**src/rtl/puf_ro_sampler.sv**
```systemverilog
`timescale 1ns/1ps
// Ring-oscillator PUF sampler: walks 8 oscillator pairs, counts their edges and builds a whitened 8-bit response.
// Latency: start to resp_valid is 8*(W+9) clk cycles, with W = 64 << win_sel (584 cycles for W=64).
// Backpressure: resp/resp_mask are held in DONE until resp_ack; start is ignored while busy.
//
// Ports:
//   clk, rst            system clock; asynchronous active-high reset
//   start               single-cycle request, sampled only in IDLE
//   challenge[7:0]      whitening mask, captured at accepted start
//   win_sel[1:0]        count window select, captured at accepted start
//   ro_a, ro_b          oscillator outputs of the selected pair (asynchronous to clk)
//   ro_en               oscillator array enable
//   pair_sel[2:0]       index of the pair being measured
//   busy                high whenever the FSM is not idle
//   resp[7:0]           response byte, valid while resp_valid
//   resp_mask[7:0]      unstable-bit flags (all zero unless PUF_MARGIN_EN)
//   resp_valid          response available
//   resp_ack            consumer accepts the response
//
// Build option: define PUF_MARGIN_EN to flag bits whose count difference is below MARGIN.

module puf_ro_sampler #(
  parameter int CNT_W  = 10,
  parameter int MARGIN = 2
) (
  input  logic       clk,
  input  logic       rst,
  input  logic       start,
  input  logic [7:0] challenge,
  input  logic [1:0] win_sel,
  input  logic       ro_a,
  input  logic       ro_b,
  output logic       ro_en,
  output logic [2:0] pair_sel,
  output logic       busy,
  output logic [7:0] resp,
  output logic [7:0] resp_mask,
  output logic       resp_valid,
  input  logic       resp_ack
);

  typedef enum logic [2:0] {
    S_IDLE    = 3'd0,
    S_SETTLE  = 3'd1,
    S_COUNT   = 3'd2,
    S_COMPARE = 3'd3,
    S_DONE    = 3'd4
  } state_t;

  localparam logic [CNT_W-1:0] CNT_MAX = '1;
  localparam logic [CNT_W-1:0] CNT_ONE = {{(CNT_W-1){1'b0}}, 1'b1};

  state_t           state;
  state_t           state_nxt;

  logic [7:0]       chal_q;
  logic [1:0]       win_sel_q;
  logic [2:0]       bit_idx;
  logic [2:0]       settle_cnt;
  logic [9:0]       win_cnt;
  logic [9:0]       win_len;
  logic             win_last;
  logic [7:0]       resp_q;

  // Per-input synchronizer chain: [0]=s1, [1]=s2, [2]=history (s3).
  logic [2:0]       a_sync;
  logic [2:0]       b_sync;
  logic             a_rise;
  logic             b_rise;

  logic [CNT_W-1:0] cnt_a;
  logic [CNT_W-1:0] cnt_b;
  logic             a_wins;

  // ------------------------------------------------------------------
  // Window length and derived flags
  // ------------------------------------------------------------------
  always_comb begin
    win_len  = 10'd64 << win_sel_q;
    win_last = (win_cnt == (win_len - 10'd1));
    a_rise   = a_sync[1] & ~a_sync[2];
    b_rise   = b_sync[1] & ~b_sync[2];
    a_wins   = (cnt_a > cnt_b);
  end

  // ------------------------------------------------------------------
  // FSM state register
  // ------------------------------------------------------------------
  always_ff @(posedge clk or posedge rst) begin
    if (rst) begin
      state <= S_IDLE;
    end else begin
      state <= state_nxt;
    end
  end

  // ------------------------------------------------------------------
  // FSM next state and state-decoded outputs
  // ------------------------------------------------------------------
  always_comb begin
    state_nxt  = state;
    ro_en      = 1'b0;
    busy       = 1'b1;
    resp_valid = 1'b0;
    case (state)
      S_IDLE: begin
        busy = 1'b0;
        if (start) begin
          state_nxt = S_SETTLE;
        end
      end
      S_SETTLE: begin
        ro_en = 1'b1;
        if (settle_cnt == 3'd7) begin
          state_nxt = S_COUNT;
        end
      end
      S_COUNT: begin
        ro_en = 1'b1;
        if (win_last) begin
          state_nxt = S_COMPARE;
        end
      end
      S_COMPARE: begin
        ro_en     = 1'b1;
        state_nxt = (bit_idx == 3'd7) ? S_DONE : S_SETTLE;
      end
      S_DONE: begin
        resp_valid = 1'b1;
        if (resp_ack) begin
          state_nxt = S_IDLE;
        end
      end
      default: begin
        busy      = 1'b0;
        state_nxt = S_IDLE;
      end
    endcase
  end

  // ------------------------------------------------------------------
  // Synchronizers run freely; SETTLE gives them time to flush stale
  // history from the previous pair before counting starts.
  // ------------------------------------------------------------------
  always_ff @(posedge clk or posedge rst) begin
    if (rst) begin
      a_sync <= 3'b000;
      b_sync <= 3'b000;
    end else begin
      a_sync <= {a_sync[1:0], ro_a};
      b_sync <= {b_sync[1:0], ro_b};
    end
  end

  // ------------------------------------------------------------------
  // Edge counters: cleared in SETTLE, saturate in COUNT so a long window
  // on a narrow counter ends in a tie rather than a wrapped false winner.
  // ------------------------------------------------------------------
  always_ff @(posedge clk or posedge rst) begin
    if (rst) begin
      cnt_a <= '0;
      cnt_b <= '0;
    end else begin
      case (state)
        S_SETTLE: begin
          cnt_a <= '0;
          cnt_b <= '0;
        end
        S_COUNT: begin
          if (a_rise && (cnt_a != CNT_MAX)) begin
            cnt_a <= cnt_a + CNT_ONE;
          end
          if (b_rise && (cnt_b != CNT_MAX)) begin
            cnt_b <= cnt_b + CNT_ONE;
          end
        end
        default: begin
        end
      endcase
    end
  end

  // ------------------------------------------------------------------
  // Sequencing datapath: captured request, pair index, timers, response
  // ------------------------------------------------------------------
  always_ff @(posedge clk or posedge rst) begin
    if (rst) begin
      chal_q     <= 8'h00;
      win_sel_q  <= 2'd0;
      bit_idx    <= 3'd0;
      settle_cnt <= 3'd0;
      win_cnt    <= 10'd0;
      resp_q     <= 8'h00;
    end else begin
      case (state)
        S_IDLE: begin
          if (start) begin
            chal_q     <= challenge;
            win_sel_q  <= win_sel;
            bit_idx    <= 3'd0;
            settle_cnt <= 3'd0;
            resp_q     <= 8'h00;
          end
        end
        S_SETTLE: begin
          settle_cnt <= settle_cnt + 3'd1;
          win_cnt    <= 10'd0;
        end
        S_COUNT: begin
          win_cnt <= win_cnt + 10'd1;
        end
        S_COMPARE: begin
          // A tie leaves the raw bit at 0, so the challenge bit passes through.
          resp_q[bit_idx] <= a_wins ^ chal_q[bit_idx];
          settle_cnt      <= 3'd0;
          if (bit_idx != 3'd7) begin
            bit_idx <= bit_idx + 3'd1;
          end
        end
        default: begin
        end
      endcase
    end
  end

  assign pair_sel = bit_idx;
  assign resp     = resp_q;

`ifdef PUF_MARGIN_EN
  // ------------------------------------------------------------------
  // Stability flag: a pair whose counts differ by less than MARGIN may
  // flip between evaluations, so the consumer is told to discard it.
  // ------------------------------------------------------------------
  localparam logic [CNT_W:0] MARGIN_W = (CNT_W+1)'(MARGIN);

  logic [CNT_W:0] cnt_diff;
  logic           unstable;
  logic [7:0]     mask_q;

  always_comb begin
    cnt_diff = a_wins ? ({1'b0, cnt_a} - {1'b0, cnt_b})
                      : ({1'b0, cnt_b} - {1'b0, cnt_a});
    unstable = (cnt_diff < MARGIN_W);
  end

  always_ff @(posedge clk or posedge rst) begin
    if (rst) begin
      mask_q <= 8'h00;
    end else begin
      if ((state == S_IDLE) && start) begin
        mask_q <= 8'h00;
      end else if (state == S_COMPARE) begin
        mask_q[bit_idx] <= unstable;
      end
    end
  end

  assign resp_mask = mask_q;
`else
  assign resp_mask = 8'h00;
`endif

endmodule

```
**config.mk**
```make
export PLATFORM = sky130hd
export DESIGN_NAME = puf_ro_sampler
export DESIGN_NICKNAME = d
export VERILOG_FILES = /design/src/rtl/puf_ro_sampler.sv
export SDC_FILE = /design/constraint.sdc
export NUM_CORES = 1
export LEC_CHECK = 0
export CAP_MARGIN = 0
export CORE_MARGIN = 2
export CORE_UTILIZATION = 35
export CTS_CLUSTER_DIAMETER = 150
export DETAILED_ROUTE_END_ITERATION = 8
export PLACE_DENSITY = 0.55
export SLEW_MARGIN = 15
export SYNTH_ARGS = -nofsm -noshare
export SYNTH_HDL_FRONTEND = slang
export SYNTH_SLANG_ARGS = --single-unit
```
**constraint.sdc**
```tcl
create_clock -name clk -period 2 [get_ports clk]
set_input_delay 0.4 -clock clk [delete_from_list [all_inputs] [get_ports clk]]
set_output_delay 0.4 -clock clk [all_outputs]
set_load 0.1 [all_outputs]
```
==> implementation parameters <==
Parameter                              Value

Run status
  Outcome ... complete, but fails checks
  Violated checks ... negative setup slack

Timing
  Period Utilization, post-route ... 1.02
  Post-Route Skew ... around 0.0081 ns
  Unrepaired setup endpoints after global routing ... yes
  Number of failing setup endpoints in the final timing report ... 4
  PnR worst setup slack ... -0.0374 ns
  Final Hold Fails ... 0
  Crit path time final ... 2.04 ns
  Number of pins exceeding their max-slew limit in the final report ... 0
  Max frequency ... about 500 MHz

Synthesis
  Predominant post-synthesis flop cell ... sky130_fd_sc_hd__dfrtp_1
  Ys async rst share ... 1.00
  Synthesized cell area ... 3570 µm²
  Avg Synthesized Cell Area ... roughly 9.2 µm²
  Syn Inst Count ... 389
  Post-synthesis sequential area ratio ... 0.441
  Unique masters post-synth ... 60
  Yosys Warn Count ... 0
  Number of flops mapped to enable cells by yosys ... 0
  Flop and latch count out of synthesis ... between 60 and 70

Cells and area
  Final Instance Count excl. Fillers ... 601
  Net count reported at finish ... 496
  Commonest cells after routing, fill and taps aside ... 74 x sky130_fd_sc_hd__nand2_1, 59 x sky130_fd_sc_hd__dfrtp_1, 56 x sky130_fd_sc_hd__buf_4
  Leading cell type in the layout, fill and taps excluded ... sky130_fd_sc_hd__nand2_1
  Area Growth Syn to Fin ... 32.0%
  Share of final-layout standard cells stronger than drive strength 1 ... 0.263
  Count of inserted antenna diode cells ... 0

Worst setup path
  Critical Path Sink Type ... flip-flop
  Cell family contributing the most delay on the critical path ... buffers and inverters
  Arr. time, crit path ... 2.27 ns
  Category of the critical setup timing path ... reg2reg
  CP Max Fanout ... 10
  Ordered list of cells on the worst path ... ha_4, nand4_1, buf_4, buf_4, o31ai_1, buf_4, nor4_1, a211o_1
  Most numerous cell on the critical path ... sky130_fd_sc_hd__buf_4
  Critical path required time ... 2.23 ns
  Critical Path Start Type ... flip-flop
  Largest incremental delay on the critical path ... 0.42 ns
  Standard cell with the maximum stage delay on the critical path ... sky130_fd_sc_hd__dfrtp_1
  CP Buf/Inv Count ... 3

Clock tree
  Clock buffers created by TritonCTS ... 9
  Clock transition time at the flip-flop clock pins of the worst setup and hold paths ... 0.07 ns
  Count of hold-fix buffers inserted at cts ... 0
  Maximum clock insertion buffer count ... 2
  Maximum level of the CTS H-tree ... 3
  Clock tree from TritonCTS ... yes
  Clock Latency Late Sink ... 0.35 ns
  Cell at the root of the clock tree ... sky130_fd_sc_hd__clkbuf_8
  Clock sink count ... 63

Floorplanning
  Die Y ... 105 µm
  Core ar. ... between 9000 and 10,000 µm²
  Floorplan die width ... around 110 µm
  Initial core utilization ... 0.362
  Total I/O pin count ... 38
  Number of rows created at floorplan ... 36
  Die Area ... 11,000 µm²

Placement
  Cells after DPL ... 579
  Placement-stage worst setup slack ... -0.0467 ns
  Post-DP HPWL ... ~5800 µm
  Final GP Congestion ... 0.852
  Number of buffers inserted by port buffering ... 29

Global routing
  Initial antenna violation count ... 0
  Wire length of the first global-routing pass ... 13,900 µm
  GRT Util Overall ... 0.158
  Largest net degree at the start of global routing ... 64
  Vias in the first global route ... around 2.9k
  Gr ovfl total ... 0

Routing
  Via/cell ratio ... 5.08
  DR WL/cell ... 13.8 µm
  Length of the first detailed-routing pass in iterations ... 4
  Routed WL ... around 8300 µm
  Detailed-route DRC error count ... 0
  Vias after detailed routing ... 3,052
  Count of antenna-violating nets left after detailed routing ... 0
  Initial drt markers ... 126

Worst hold path
  Classification of the worst-slack hold path ... reg2reg

Run
  Number of maximum-capacitance violations ... 0

Power
  Standby leakage power ... 0.00208 µW
  Worst VDD drop ... roughly 0.60 mV
  Total power density per cell area ... 1130 nW/µm²
[power breakdown]
| part | switching, µW | internal [µW] |
|---|---|---|
| clock network | 537 | 582 |
| registers | 223 | 1520 |
| logic | 1660 | 819 |
[logic make-up (layout without fill, tap and decap cells)]
logic type | Yosys count | in the layout | share of synthesized area
XOR/XNOR | 9 | 9 | 0.0221
adder cells (fa/ha/maj) | 17 | 17 | 0.0595
AND/OR/NAND/NOR | 182 | 182 | 0.262
other | 1 | 8 | 0.00105
AO/OA/AOI/OAI | 67 | 67 | 0.130
multiplexers | 7 | 7 | 0.0231
flip-flops | 63 | 63 | 0.441
buffers and inverters | 43 | 115 | 0.0613
[synthesized netlist by cell type (3+ instances only)]
library cell	instances	share of area
sky130_fd_sc_hd__nor2_1	31	0.033
sky130_fd_sc_hd__o31ai_1	5	0.011
sky130_fd_sc_hd__nor3_1	3	0.0042
sky130_fd_sc_hd__ha_1	17	0.060
sky130_fd_sc_hd__buf_4	9	0.019
sky130_fd_sc_hd__nand4_1	8	0.014
sky130_fd_sc_hd__o21ai_0	7	0.0098
sky130_fd_sc_hd__o21ai_1	10	0.014
sky130_fd_sc_hd__or3_1	5	0.0088
sky130_fd_sc_hd__nand3_1	18	0.025
sky130_fd_sc_hd__a21oi_1	10	0.014
sky130_fd_sc_hd__nand2b_1	4	0.0070
sky130_fd_sc_hd__buf_2	7	0.0098
sky130_fd_sc_hd__nand3b_1	5	0.011
sky130_fd_sc_hd__inv_1	18	0.019
sky130_fd_sc_hd__clkbuf_1	7	0.0074
sky130_fd_sc_hd__or4_1	4	0.0084
sky130_fd_sc_hd__mux2i_1	6	0.017
sky130_fd_sc_hd__a211o_1	3	0.0074
sky130_fd_sc_hd__xnor2_1	9	0.022
sky130_fd_sc_hd__a22o_1	3	0.0074
sky130_fd_sc_hd__o211ai_1	11	0.023
sky130_fd_sc_hd__o221ai_1	3	0.0074
sky130_fd_sc_hd__dfrtp_1	63	0.44
sky130_fd_sc_hd__nor4_1	4	0.0070
sky130_fd_sc_hd__nand2_1	74	0.078
[state kept, by name (all words and copies together), names as in the netlist]
name / cells
a_sync: 3
cnt_b: 10
win_cnt: 10
win_sel_q: 2
settle_cnt: 3
cnt_a: 10
resp: 8
chal_q: 8
b_sync: 3
pair_sel: 3
state: 3
[through the flow]
step	utilization	cell area, µm²	power [µW]	hold slack, ns	setup TNS (ns)
2_1_floorplan	-	3650	3610	0.331	-0.327
3_3_place_gp	0.440	4340	4170	0.334	-0.0156
3_5_place_dp	0.440	4340	4200	0.337	-0.100
4_1_cts	0.466	4590	5350	0.349	-0.0198
5_1_grt	0.478	4720	5660	0.378	-0.414
6_report	0.478	4720	5350	0.351	-0.0844
[worst register-to-register path: stages, from the launching register on]
cell and delay (ns):
sky130_fd_sc_hd__dfrtp_1 0.42, sky130_fd_sc_hd__ha_4 0.29, sky130_fd_sc_hd__nand4_1 0.15, sky130_fd_sc_hd__buf_4 0.17, sky130_fd_sc_hd__buf_4 0.12, sky130_fd_sc_hd__o31ai_1 0.23, sky130_fd_sc_hd__buf_4 0.21, sky130_fd_sc_hd__nor4_1 0.07
sky130_fd_sc_hd__a211o_1 0.26
[cell type report]
class | count | area [µm²]
fillers | 938 | 5140
multi-input cells | 290 | 1970
flip-flops and latches | 63 | 1580
repair buffers | 81 | 738
well taps | 133 | 166
clock buffers | 10 | 128
clock inverters | 6 | 71.3
inverters | 18 | 67.6
[final timing paths]
path                                      startpoint                   end  slack (ns)  cells after the start
max in group asynchronous                        rst  cnt_b[0]$_DFFE_PP0P_        1.23                      3
worst max register to register  cnt_a[3]$_DFFE_PP0P_   resp[4]$_DFFE_PP0P_       -0.04                      8
min in group asynchronous                        rst   resp[7]$_DFFE_PP0P_        0.40                      3
worst min register to register   b_sync[0]$_DFF_PP0_   b_sync[1]$_DFF_PP0_        0.35                      0
worst min-delay path             b_sync[0]$_DFF_PP0_   b_sync[1]$_DFF_PP0_        0.35                      0
worst max-delay path            cnt_a[3]$_DFFE_PP0P_   resp[4]$_DFFE_PP0P_       -0.04                      8
[routing by layer]
| metal | wire length [µm] | up-vias | GRT usage |
|---|---|---|---|
| li1 | - | 1514 | - |
| met1 | 3960 | 1457 | 0.215 |
| met2 | 3950 | 70 | 0.248 |
| met3 | 266 | 11 | 0.0318 |
| met4 | 135 | 0 | 0.0581 |
| met5 | 0 | - | 0 |
[what timing repair did]
item                       in CTS  in global routing
setup buffers                   3                  2
resized for setup               7                 18
pin swaps                       3                  5
cloned                          0                  1
setup endpoints to repair       8                 12
Power figures use the tool's default switching activity.
